<file path="src/rtl/func_arbiter_pkg.sv">
// Shared definitions for the function-call arbiter slice.
// Holds the argument/return widths used by every parent and child adapter,
// plus the packed layouts of the command word (parent -> arbiter) and the
// return word (arbiter -> parent). Field order in the packed structs runs
// MSB first, so the args field lands in the least significant bits.
package func_arbiter_pkg;

  localparam int ARG_W     = 32;
  localparam int ARG_NUM   = 4;
  localparam int RET_DW    = 32;
  localparam int CHILD_NUM = 64;
  localparam int CHILD_LOG = (CHILD_NUM == 1) ? 1 : $clog2(CHILD_NUM);
  localparam int CMD_DW    = ARG_W*ARG_NUM + CHILD_LOG + 1 + 32;
  localparam int RET_WORD_DW = RET_DW + CHILD_LOG;

  typedef struct packed {
    logic [31:0]              pc;
    logic                     ret_req;
    logic [CHILD_LOG-1:0]     child;
    logic [ARG_NUM*ARG_W-1:0] args;
  } cmd_word_t;

  typedef struct packed {
    logic [CHILD_LOG-1:0] child;
    logic [RET_DW-1:0]    data;
  } ret_word_t;

endpackage

</file>
<file path="src/rtl/func_call_credit.sv">
// Credit counter bounding outstanding return-expecting calls.
// Ports:
//   clk, rstn  clock, async active-low reset
//   inc        a return-expecting call was accepted this cycle
//   dec        a return value was handed to the parent this cycle
//   count      current number of outstanding calls
//   at_limit   count has reached MAX_OUT; new return-expecting calls must stall
//   err        sticky: a return was delivered while nothing was outstanding
module func_call_credit #(
  parameter int MAX_OUT = 8,
  parameter int CNT_W   = $clog2(MAX_OUT+1)
) (
  input  logic             clk,
  input  logic             rstn,
  input  logic             inc,
  input  logic             dec,
  output logic [CNT_W-1:0] count,
  output logic             at_limit,
  output logic             err
);

  localparam logic [CNT_W-1:0] LIMIT = CNT_W'(MAX_OUT);

  // A simultaneous inc/dec cancels out. A dec with no credit in use is a
  // protocol error: flag it and hold the counter at zero instead of wrapping.
  always_ff @(posedge clk or negedge rstn) begin
    if (!rstn) begin
      count <= '0;
      err   <= 1'b0;
    end else begin
      if (dec && (count == '0)) begin
        err <= 1'b1;
      end
      if (inc && !dec) begin
        count <= count + 1'b1;
      end else if (dec && !inc && (count != '0)) begin
        count <= count - 1'b1;
      end
    end
  end

  assign at_limit = (count >= LIMIT);

endmodule

</file>
<file path="src/rtl/func_call_port.sv">
// Parent-side adapter between one HLS parent core and one parent slot of
// func_arbiter.
// Ports:
//   clk, rstn           clock, async active-low reset
//   call_*              call request from the parent (valid/ready)
//   cmd_din_o/write_o   command-FIFO write side towards the arbiter
//   cmd_full_n_i        arbiter command FIFO has room
//   ret_empty_n_i       per-parent return FIFO holds a word (FWFT)
//   ret_fifo_i          head of the return FIFO, {child, data}
//   ret_pop_o           pops the return FIFO head
//   ret_vld_o/rdy_i     return value towards the parent (valid/ready)
//   ret_child_o/data_o  source child and value of the presented return
//   outstanding_o       return-expecting calls not yet answered
//   busy_o              anything in flight
//   err_o               sticky: return arrived with no outstanding call
module func_call_port
  import func_arbiter_pkg::*;
#(
  parameter int CHILD       = 64,
  parameter int LOG_CHILD   = (CHILD == 1) ? 1 : $clog2(CHILD),
  parameter int MAX_OUT     = 8,
  parameter int CMD_FIFO_DW = ARG_W*ARG_NUM + LOG_CHILD + 1 + 32
) (
  input  logic                         clk,
  input  logic                         rstn,
  input  logic                         call_vld_i,
  output logic                         call_rdy_o,
  input  logic [LOG_CHILD-1:0]         call_child_i,
  input  logic                         call_ret_i,
  input  logic [31:0]                  call_pc_i,
  input  logic [ARG_NUM*ARG_W-1:0]     call_args_i,
  output logic [CMD_FIFO_DW-1:0]       cmd_din_o,
  output logic                         cmd_write_o,
  input  logic                         cmd_full_n_i,
  input  logic                         ret_empty_n_i,
  input  logic [RET_DW+LOG_CHILD-1:0]  ret_fifo_i,
  output logic                         ret_pop_o,
  output logic                         ret_vld_o,
  input  logic                         ret_rdy_i,
  output logic [LOG_CHILD-1:0]         ret_child_o,
  output logic [RET_DW-1:0]            ret_data_o,
  output logic [$clog2(MAX_OUT+1)-1:0] outstanding_o,
  output logic                         busy_o,
  output logic                         err_o
);

  localparam int OUT_W = $clog2(MAX_OUT+1);

  cmd_word_t  cmd_r;
  logic       cmd_vld_r;
  ret_word_t  ret_r;
  logic       ret_vld_r;

  logic             call_acc;
  logic             ret_hs;
  logic             credit_full;
  logic [OUT_W-1:0] credit_cnt;
  logic             credit_err;

  // The command register frees up in the same cycle it is written, so the
  // parent sees ready combinationally and can issue one call per cycle.
  assign cmd_write_o = cmd_vld_r & cmd_full_n_i;
  assign call_rdy_o  = (!cmd_vld_r | cmd_write_o) & (!call_ret_i | !credit_full);
  assign call_acc    = call_vld_i & call_rdy_o;
  assign cmd_din_o   = cmd_r;

  always_ff @(posedge clk or negedge rstn) begin
    if (!rstn) begin
      cmd_r     <= '0;
      cmd_vld_r <= 1'b0;
    end else if (call_acc) begin
      cmd_r     <= '{pc: call_pc_i, ret_req: call_ret_i,
                     child: call_child_i, args: call_args_i};
      cmd_vld_r <= 1'b1;
    end else if (cmd_write_o) begin
      cmd_vld_r <= 1'b0;
    end
  end

  // Return skid: pop a new word whenever the held one is empty or being
  // taken, which keeps one return per cycle flowing while ret_rdy_i is high.
  assign ret_pop_o = ret_empty_n_i & (!ret_vld_r | ret_rdy_i);
  assign ret_hs    = ret_vld_r & ret_rdy_i;

  always_ff @(posedge clk or negedge rstn) begin
    if (!rstn) begin
      ret_r     <= '0;
      ret_vld_r <= 1'b0;
    end else if (ret_pop_o) begin
      ret_r     <= ret_word_t'(ret_fifo_i);
      ret_vld_r <= 1'b1;
    end else if (ret_rdy_i) begin
      ret_vld_r <= 1'b0;
    end
  end

  assign ret_vld_o   = ret_vld_r;
  assign ret_child_o = ret_r.child;
  assign ret_data_o  = ret_r.data;

  func_call_credit #(
    .MAX_OUT (MAX_OUT),
    .CNT_W   (OUT_W)
  ) u_credit (
    .clk      (clk),
    .rstn     (rstn),
    .inc      (call_acc & call_ret_i),
    .dec      (ret_hs),
    .count    (credit_cnt),
    .at_limit (credit_full),
    .err      (credit_err)
  );

  assign outstanding_o = credit_cnt;
  assign err_o         = credit_err;
  assign busy_o        = cmd_vld_r | (credit_cnt != '0) | ret_vld_r;

endmodule

</file>
<file path="config.mk">
export PLATFORM = sky130hd
export DESIGN_NAME = func_call_port
export DESIGN_NICKNAME = d
export VERILOG_FILES = /design/src/rtl/func_arbiter_pkg.sv /design/src/rtl/func_call_credit.sv /design/src/rtl/func_call_port.sv
export SDC_FILE = /design/constraint.sdc
export NUM_CORES = 1
export LEC_CHECK = 0
export ABC_AREA = 1
export CORE_AREA = 2 2 168 170
export DETAILED_ROUTE_END_ITERATION = 10
export DIE_AREA = 0 0 170 172
export GPL_TIMING_DRIVEN = 0
export PLACE_DENSITY_LB_ADDON = 0.1
export SKIP_CTS_REPAIR_TIMING = 1
export SLEW_MARGIN = 20
export SYNTH_ARGS = -nofsm -noshare
export SYNTH_HDL_FRONTEND = slang
export SYNTH_SLANG_ARGS = --single-unit
</file>
<file path="constraint.sdc">
create_clock -name clk -period 1.85 [get_ports clk]
set_input_delay 0.555 -clock clk [delete_from_list [all_inputs] [get_ports clk]]
set_output_delay 0.555 -clock clk [all_outputs]
set_load 0.03 [all_outputs]
</file>
# Word level (Yosys, flattened, before mapping)
# Index checks and enable logic that the tools add are counted.
# word_totals
reg_bits	212
input_bits	211
out_inout_bits	215
wordCells	45
# op_classes
addsub	2
n_lt_le_gt_ge	1
n_mux	6
n_bitwise	11
reduce_logical	15
# ops
op	count
4-bit two-way mux	2
1-bit bitwise AND	6
1-bit logical NOT	6
2-bit nonzero test	3
1-bit OR	5
4-bit by 1-bit adder with 4-bit output, second input constant	1
4-bit >= comparator, second input constant	1
1-bit logical AND	4
4-bit logical NOT	1
1-bit two-way mux	4
4-bit nonzero test	1
4-bit by 1-bit subtractor with 4-bit output, second input constant	1

# Depth between registers and ports, before layout
# Gate-level depths: netlist of run 1.
# logic_depth
depth_word	11
mapped_depth	13

# Modules after synthesis
# From an unflattened synthesis of run 1, not the netlist that was laid out.
# hier_totals
hier_cells	972
hier_area_um2	8765.9
# modules_own_cells
module	n_inst	cells_per_inst	area_per_inst_um2	seq_area_each_um2
func_call_port	1	923	8394.3	5180.0
func_call_credit	1	49	371.6	125.1

# Least setup slack after synthesis of run 1
# Ideal clock, no wire load.
# synth_path
path_type	input to register
startpoint	input cmd_full_n_i
endpoint	register u_credit.count[3]
setup_time_ns	0.118
arrival_ns	1.855
required_time_ns	1.732
path_slack_ns	-0.124
stages	13
cell_sequence	inv_1 nand2_2 nand3_2 inv_2 nand3_1 ha_1 nand3_1 nand2_1 nand2_1 nand2_1 nand2_1 nand2_1 nand2_1
# synth_via
elab_chain_len	9
# synth_lines
item	line	text
from (decl)	func_call_port.sv:34	input logic cmd_full_n_i,
1-bit bitwise AND (*)	func_call_port.sv:62	assign cmd_write_o = cmd_vld_r & cmd_full_n_i;
1-bit OR (*)	func_call_port.sv:63	assign call_rdy_o = (!cmd_vld_r | cmd_write_o) & (!call_ret_i | !credit_full);
1-bit bitwise AND (*)	func_call_port.sv:63	
1-bit bitwise AND (*)	func_call_port.sv:64	assign call_acc = call_vld_i & call_rdy_o;
1-bit bitwise AND (*)	func_call_port.sv:107	.inc (call_acc & call_ret_i),
1-bit logical NOT	func_call_credit.sv:36	end else if (dec && !inc && (count != '0)) begin
1-bit logical AND (2 in a row)	func_call_credit.sv:36	
2-bit nonzero test (no source line)	-	
to (signal assigned)	func_call_credit.sv:35	count <= count + 1'b1;
to (signal assigned)	func_call_credit.sv:37	count <= count - 1'b1;
to (decl)	func_call_credit.sv:17	output logic [CNT_W-1:0] count,
# Every way passes the cells marked *; elsewhere a longest branch is shown, timed or not.
# A chain may end at the register's enable or synchronous reset.

# Worst setup path after layout of run 1
# layout_path
startpoint	register ret_vld_r, in the netlist ret_vld_o
endpoint	output ret_pop_o
# layout_via
elab_chain_len	3
# layout_lines
item	line	text
from (decl)	func_call_port.sv:52	logic ret_vld_r;
from (signal assigned)	func_call_port.sv:88	ret_vld_r <= 1'b0;
from (signal assigned)	func_call_port.sv:91	ret_vld_r <= 1'b1;
from (signal assigned)	func_call_port.sv:93	ret_vld_r <= 1'b0;
1-bit logical NOT	func_call_port.sv:82	assign ret_pop_o = ret_empty_n_i & (!ret_vld_r | ret_rdy_i);
1-bit OR	func_call_port.sv:82	
1-bit bitwise AND	func_call_port.sv:82	
to (decl)	func_call_port.sv:37	output logic ret_pop_o,
# No other way between the ends.

==> results of run 1 <==
==> logic make-up after synthesis <==
logic type,Yosys count,synth area share [%]
buffers and inverters,51,3.480
flip-flops,212,65.29
adder cells (fa/ha/maj),3,0.5543
AO/OA/AOI/OAI,3,0.2156
AND/OR/NAND/NOR,651,30.35
XOR/XNOR,1,0.1078
==> area by class of cell <==
cell class	count	area, sq um	area share, %
Antenna cell	1	2.502	0.01739
Timing Repair Buffer	439	4908	34.10
Sequential cell	212	5310	36.89
Multi-Input combinational cell	658	2600	18.06
Inverter	7	28.78	0.1999
Tap cell	346	432.9	3.008
Clock buffer	35	725.7	5.042
Buffer	44	264.0	1.834
Clock inverter	9	120.1	0.8346
==> worst register-to-register path, stage by stage (launching register included) <==
cell     delay [ps]
dfrtp_2         450
nand2_2         110
nand3_4          90
inv_4            80
nand3_4         110
ha_4            310
nand3_1          70
nand2_1          90
nand2_1          60
nand2_1          90
nand2_1          50
nand2_1          50
nand2_1          50
==> sequential cells by signal, indices dropped and copies added (netlist names) <==
name	cells
cmd_din_o	167
cmd_vld_r	1
u_credit.count	4
u_credit.err	1
ret_vld_o	1
ret_data_o	32
ret_child_o	6
==> layout by cell type, fill, tap and decap left out, types with 3 or more instances in the layout <==
| cell | Yosys | layout |
|---|---|---|
| clkbuf_1 | 7 | 12 |
| dlymetal6s2s_1 | 0 | 208 |
| nand2_1 | 637 | 634 |
| clkdlybuf4s50_1 | 0 | 206 |
| buf_4 | 16 | 25 |
| dfrtp_2 | 0 | 4 |
| dfrtp_1 | 212 | 208 |
| clkbuf_2 | 0 | 5 |
| clkinv_2 | 0 | 6 |
| nand2_2 | 1 | 4 |
| bufinv_16 | 0 | 3 |
| nand3_1 | 7 | 5 |
| clkbuf_16 | 0 | 27 |
| inv_1 | 6 | 5 |
| buf_2 | 19 | 20 |
| buf_6 | 1 | 7 |
==> per-stage QoR <==
stage / setup slack [ps] / total power, mW
2_1_floorplan: 22.60 / 11.62
3_5_place_dp: -1252 / 15.98
4_1_cts: -1260 / 21.20
5_1_grt: -228.9 / 21.99
6_report: -172.9 / 20.79
3_3_place_gp: -9623 / 15.93
==> report_power, final <==
group | switching, mW | internal, mW | total, mW
Sequential | 0.775 | 6.06 | 6.84
Clock | 1.95 | 3.14 | 5.09
Combinational | 5.38 | 3.48 | 8.86
==> cell usage after synthesis, types with 2 or more instances <==
cell,n
buf_2,19
buf_4,16
a21oi_1,2
nand2_1,637
dfrtp_1,212
nand3_1,7
ha_1,2
nor2_1,3
clkbuf_1,7
inv_1,6
==> per-layer routing <==
metal | wire length, um | global-route usage, % | up-vias | share of wire (%)
li1 | - | - | 3709 | -
met1 | 10860 | 21.26 | 3421 | 38
met2 | 14150 | 32.39 | 274 | 49
met3 | 3152 | 8.148 | 37 | 11
met5 | 13 | 0 | - | 0.045
met4 | 483 | 4.236 | 2 | 1.7
==> how the worst max path moves through the flow <==
stage            startpoint                 to  slack (ps)  cells after the start
6_report          ret_vld_o          ret_pop_o        -170                      5
5_1_grt           ret_vld_o          ret_pop_o        -230                      5
4_1_cts           ret_rdy_i          ret_pop_o       -1260                      7
3_5_place_dp      ret_rdy_i          ret_pop_o       -1250                      7
3_3_place_gp           rstn      ret_data_o[9]       -9620                      1
2_1_floorplan  cmd_full_n_i  u_credit.count[3]          20                     13
==> impl_metrics.ini, run 1 <==
[final_layout]
fill_cells = 2561
syn_to_final_growth_pct = 77.13
layout.nets = 1602
design_area_sq_um = 14390
layout-drive-gt1-share_pct = 8.191
finish.utilization_pct = 52.38
final_cells = 1751

[clock_network]
clk_pin_slew_ps = 60
cts_buffer_depth = 3
cts_tree = built
root_buffer = clkbuf_16
cts_made_buffers = 26
clock_latency_ps = 530
cts-htree-levels = 1
cts_sinks = 212

[placement]
place_area_sq_um = 12900
port_buffers = 425
dp_hpwl_mm = 21.09
dp_cells = 1694
finalWeightedCongestion = 0.7619

[setup_path]
r2r_cells = 12
arrival_ps = 1470
crit_required_ps = 1290
crit_family = flip-flops
cp_max_fo = 10
path_class = reg -> out
regToRegSetupSlack_ps = 130
critPathMaxStageDelay_ps = 420
cp_cell_sequence = nand2_2 -> nand2_2 -> inv_2 -> buf_6 -> buf_6
reg2reg_to = u_credit.count[3]
setup.worst_path.end_class = output pin
worstPathBufferInverterCount = 3
r2r-start = u_credit.count[3]
crit_slowest_cell = dfrtp_1
cp-start-kind = flop

[timing]
slew_headroom_pct = 58.76
worst_pin_slew_ps = 618.6
fin_worst_skew_ps = 13.88
rsz0062_at_grt = true
whs_ps = -19.80
setup_tns_ps = -278.6
period_share_pct = 109.3
final_max_slew_viol_count = 0
period_minus_slack_ps = 2023
fin_ws_ps = -172.9
hold_viol = 26
clock.fmax_mhz = 494.3
setup_viol = 3

[synth]
syn_inst = 921
syn_area_sq_um = 8125
synth_top_cell_by_area = dfrtp_1
synth.yosys.seq_area_share_pct = 65.29
ys.flop_type = dfrtp_1
yosys_warnings = 0
synth_seq_cells = 212
synthDistinctLibCells = 20
synthArstFlopShare_pct = 100.0
synth_nets = 1135
synthTopCellsByArea = dfrtp_1 65%, nand2_1 29%, buf_4 1.5%
synth_top_area_share_pct = 65.29
synth_edf_count = 0
postSynthAreaPerCell_sq_um = 8.822

[routing]
drt_iter0_markers = 407
vias = 7443
route.antenna.remaining_nets = 0
wl_per_cell_um = 16.36
via_per_inst = 4.251
drt-total-wl_mm = 28.66
drc_errors = 0
drt_pass1_iterations = 4

[die]
dieArea_sq_um = 29240
fp.dieW_um = 170
die_h_um = 172
rows = 61
start_util_pct = 29.57
core_sq_um = 27480
pin_count = 426

[global_routing]
grt-ovfl-total = 0
antenna_found_initial = 2
grt_pass1_wl_mm = 41.90
grt_max_degree = 78
grt_pass1_vias = 7327
track_usage_pct = 18.64

[status]
failed_checks = negative hold slack, negative setup slack
status = complete, but fails checks

[power_and_ir_drop]
power.density_nw_per_um2 = 1444
p_leak_nw = 9.257
peakVddDrop_v = 0.0007365

[job]
maxCapViolCount = 0

[min_path]
hp-class = in -> async
No activity file was read; power rests on OpenSTA's default activity.
==> run 2, diff against run 1 <==
--- a/config.mk
+++ b/config.mk
@@ -6,9 +6,11 @@
 export NUM_CORES = 1
 export LEC_CHECK = 0
 export ABC_AREA = 1
-export CORE_AREA = 2 2 168 170
+export CELL_PAD_IN_SITES_DETAIL_PLACEMENT = 0
+export CELL_PAD_IN_SITES_GLOBAL_PLACEMENT = 1
+export CORE_AREA = 2 2 175 195
 export DETAILED_ROUTE_END_ITERATION = 10
-export DIE_AREA = 0 0 170 172
+export DIE_AREA = 0 0 177 197
 export GPL_TIMING_DRIVEN = 0
 export PLACE_DENSITY_LB_ADDON = 0.1
 export SKIP_CTS_REPAIR_TIMING = 1
==> run 2 against run 1 <==
The flow still finishes with violations (negative hold slack, negative setup slack). Cell area is 0.43% higher. Clock skew increased by 4.1 ps. Power down 0.28%. Maximum frequency rose by 1.1%. Die area rose by 19%. Hold slack improved by 12 ps. Critical path type unchanged. Sequential cell count unchanged. Highest routed layer unchanged.
==> impl_metrics.ini, run 2 (same netlist as run 1, synthesis figures left out) <==
[clock_network]
cts_tree = built
clk_pin_slew_ps = 60
cts-htree-levels = 1
root_buffer = clkbuf_16
cts_sinks = 212
cts_buffer_depth = 3
clock_latency_ps = 530
cts_made_buffers = 26

[timing]
period_minus_slack_ps = 2001
worst_pin_slew_ps = 602.0
fin_ws_ps = -151.3
period_share_pct = 108.2
hold_viol = 9
whs_ps = -7.528
slew_headroom_pct = 59.86
clock.fmax_mhz = 499.7
rsz0062_at_grt = true
setup_viol = 3
final_max_slew_viol_count = 0
fin_worst_skew_ps = 18.00
setup_tns_ps = -280.1

[die]
die_h_um = 197
pin_count = 426
core_sq_um = 32840
rows = 70
fp.dieW_um = 177
dieArea_sq_um = 34870
start_util_pct = 24.74

[power_and_ir_drop]
p_switching_mw = 8.226
clockPowerShare_pct = 24.0
power.density_nw_per_um2 = 1434
peakVddDrop_v = 0.0007065
p_leak_nw = 9.187
combPwrFrac_pct = 43.1
switching_share_pct = 39.68
p_int_mw = 12.51
power_frac_seq_pct = 32.9

[min_path]
hp-class = in -> async

[job]
maxCapViolCount = 0

[global_routing]
antenna_found_initial = 3
grt_max_degree = 81
grt_pass1_vias = 7510
grt_pass1_wl_mm = 44.96
grt-ovfl-total = 0
track_usage_pct = 16.71

[routing]
drt_pass1_iterations = 4
route.antenna.remaining_nets = 0
drt_iter0_markers = 331
met3_wirelength_mm = 3.119
drc_errors = 0
wl_met1_mm = 11.55
wl_per_cell_um = 16.25
vias = 7436
top_layer_used = met5
drt-total-wl_mm = 29.95
wl_met2_mm = 14.76
via_per_inst = 4.035

[final_layout]
design_area_sq_um = 14460
final_cells = 1843
final_common_cell = nand2_1
layout-drive-gt1-share_pct = 9.233
layout.nets = 1604
layout.area.seq_sq_um = 5310
largest_register_ff_count = 167
finish.utilization_pct = 44.01
multi_input_area_sq_um = 2603
final_cell_mix = 633 x nand2_1, 208 x dfrtp_1, 206 x clkdlybuf4s50_1, 201 x dlymetal6s2s_1, 30 x buf_4
syn_to_final_growth_pct = 77.90
fill_cells = 3248

[placement]
dp_slack_ps = -1223
port_buffers = 425
finalWeightedCongestion = 0.7389
dp_hpwl_mm = 22.09
place_area_sq_um = 13010
dp_cells = 1780

[setup_path]
path_class = reg -> out
regToRegSetupSlack_ps = 110
setup.worst_path.end_class = output pin
cp-start-kind = flop
cp_max_fo = 10
arrival_ps = 1450
crit_required_ps = 1290

[status]
status = complete, but fails checks
failed_checks = negative hold slack, negative setup slack
[run 2: worst max-delay path, stage by stage, from the launching register on]
cell and delay, ps:
dfrtp_1 420, nand2_2 90, nand2_2 80, inv_2 70, buf_6 130, buf_6 130
[run 2: final timing paths]
check | startpoint | to | cells after the start
min | rstn | cmd_din_o[60] | 1
min in group clk | ret_rdy_i | ret_vld_o | 4
max reg2reg | u_credit.count[3] | u_credit.count[2] | 9
min reg2reg | cmd_din_o[38] | cmd_din_o[38] | 2
max | ret_vld_o | ret_pop_o | 5
max in group asynchronous | rstn | u_credit.count[1] | 2
[run 2: final cells by class]
| type | count | area share [%] |
|---|---|---|
| sequential | 212 | 36.74 |
| buffer | 44 | 1.826 |
| clock buffer | 40 | 5.566 |
| antenna | 3 | 0.05193 |
| timing repair buffer | 441 | 33.64 |
| inverter | 7 | 0.2164 |
| clock inverter | 6 | 0.2250 |
| tap | 432 | 3.739 |
| multi-input combinational | 658 | 18.00 |
[run 2: stage by stage]
| stage | total power [mW] | hold slack (ps) |
|---|---|---|
| 2_1_floorplan | 11.62 | 259.4 |
| 3_3_place_gp | 16.03 | 458.6 |
| 3_5_place_dp | 16.06 | 463.5 |
| 4_1_cts | 21.20 | -8.815 |
| 5_1_grt | 21.97 | 16.62 |
| 6_report | 20.73 | -7.528 |
[run 2: power by group through the flow]
| stage | registers (mW) | logic, mW | clock network [mW] |
|---|---|---|---|
| 4_1_cts | 6.88 | 9.16 | 5.16 |
| 3_5_place_dp | 6.92 | 9.14 | 0 |
| 2_1_floorplan | 9.73 | 1.89 | 0 |
| 5_1_grt | 7.02 | 9.61 | 5.34 |
| 3_3_place_gp | 6.92 | 9.11 | 0 |
| 6_report | 6.82 | 8.93 | 4.98 |
[run 2: routing by layer]
layer  GRT usage, %  vias up
met2          28.56      258
met1          19.34     3419
li1               -     3719
met5              0        -
met3          6.906       38
met4          4.102        2
==> edit: new RTL, config.mk and constraints of run 1 <==
Reset style: synchronous (`rstn`), changed in 3 clocked blocks. Comments in the files are not updated.
--- a/src/rtl/func_call_credit.sv
+++ b/src/rtl/func_call_credit.sv
@@ -25,3 +25,3 @@
   // protocol error: flag it and hold the counter at zero instead of wrapping.
-  always_ff @(posedge clk or negedge rstn) begin
+  always_ff @(posedge clk) begin
     if (!rstn) begin
--- a/src/rtl/func_call_port.sv
+++ b/src/rtl/func_call_port.sv
@@ -66,3 +66,3 @@
 
-  always_ff @(posedge clk or negedge rstn) begin
+  always_ff @(posedge clk) begin
     if (!rstn) begin
@@ -84,3 +84,3 @@
 
-  always_ff @(posedge clk or negedge rstn) begin
+  always_ff @(posedge clk) begin
     if (!rstn) begin
Function: differs if rstn is asserted again (counterexample within 4 cycles, from zero or initial values and one cycle with rstn low); with rstn held inactive, the same outputs for 4 cycles.
==> edit against run 1 <==
  * Utilization grew 2.2 points
  * The flow finishes with violations (negative setup slack)
  * Critical path type unchanged
  * Sequential cell count is the same
  * Design area grew 4.2%
  * First-iteration DRC count shrank 24%
  * Fmax grew 2.3%
  * Critical path depth shrank 1
  * Wire length grew 11%
  * Global-route usage grew 1.7 points
  * Worst setup slack gained 46 ps
  * Non-clock buffer count grew 41
  * Synthesized area grew 7.9%
Power is not compared: it rests on default switching activity, and its combinational part moved more than twofold at a synthesized area within 25%.
==> edit: results (changes against run 1) <==
- The wire length of the first global-routing pass was 46800 um (+12%).
- The post-synth net total is 1183 (+4.2%).
- The diode insertion count for antenna repair came to 5 (+4).
- The HPWL reported at the end of detailed placement came to 23400 um (+11%).
- The total length of routed wires is 31700 um (+11%).
- The area of the multi-input gates was 0.00395 mm^2 (+52%).
- The compound-gate portion of the synthesized area is 0.165 (+0.163).
- The count of sequential standard cells came to 212 (unchanged).
- The worst setup slack after placement is -1220 ps (+29.0 ps).
- The number of instances in the placed design is 1739 (+2.7%).
- The share of the synthesized netlist area taken by xor and xnor gates is 0.000999 (-0.0000792).
- The initial antenna violation count is 4 (+2).
- The setup skew after layout was 13.2 ps (-0.680 ps).
- The final reports fail on negative setup slack.
- The final number of setup-violating endpoints came to 4 (+1).
- The pin count of the biggest net entering global routing was 13 (-83%).
- The routed length on met1 came to 12800 um (+18%).
- The ratio of cells with drive above 1 in the final layout was 0.236 (+0.154).
- The post-synthesis cell type count is 27 (+35%).
- The clock buffer and inverter area fraction after layout is 0.0544 (-0.00435).
- The met1 layer usage reported by global route was 0.240 (+0.0275).
- The number of clock buffers inserted by TritonCTS is 25 (-3.8%).
- The global-route usage over all layers is 0.204 (+0.0173).
- The run finished, with violations left.
- The share of synthesized cell area in full adder, half adder and majority cells is 0.00514 (-0.000407).
- The least setup slack across all paths after layout is -127 ps (+46.3 ps).
-- edit: worst paths after layout --
path                                   startpoint           endpoint  slack [ps]  cells past startpoint
worst max-delay path            u_credit.count[3]         call_rdy_o        -130                      4
worst min-delay path                    ret_rdy_i          ret_vld_o         370                      4
worst max register to register  u_credit.count[3]  u_credit.count[3]         -10                     12
worst min register to register       u_credit.err       u_credit.err         450                      2
-- edit: worst register-to-register path, cell delays in order, from the launching register on --
cell and delay (ps):
sky130_fd_sc_hd__dfxtp_4 380, sky130_fd_sc_hd__nand2_4 70, sky130_fd_sc_hd__nand4_1 230, sky130_fd_sc_hd__inv_1 140
sky130_fd_sc_hd__nand2_2 100, sky130_fd_sc_hd__ha_1 280, sky130_fd_sc_hd__nand2_1 70, sky130_fd_sc_hd__nor2_1 40
sky130_fd_sc_hd__nor2_1 110, sky130_fd_sc_hd__o21bai_1 140, sky130_fd_sc_hd__nand3_1 90, sky130_fd_sc_hd__nand2_1 60
sky130_fd_sc_hd__nor2_1 40
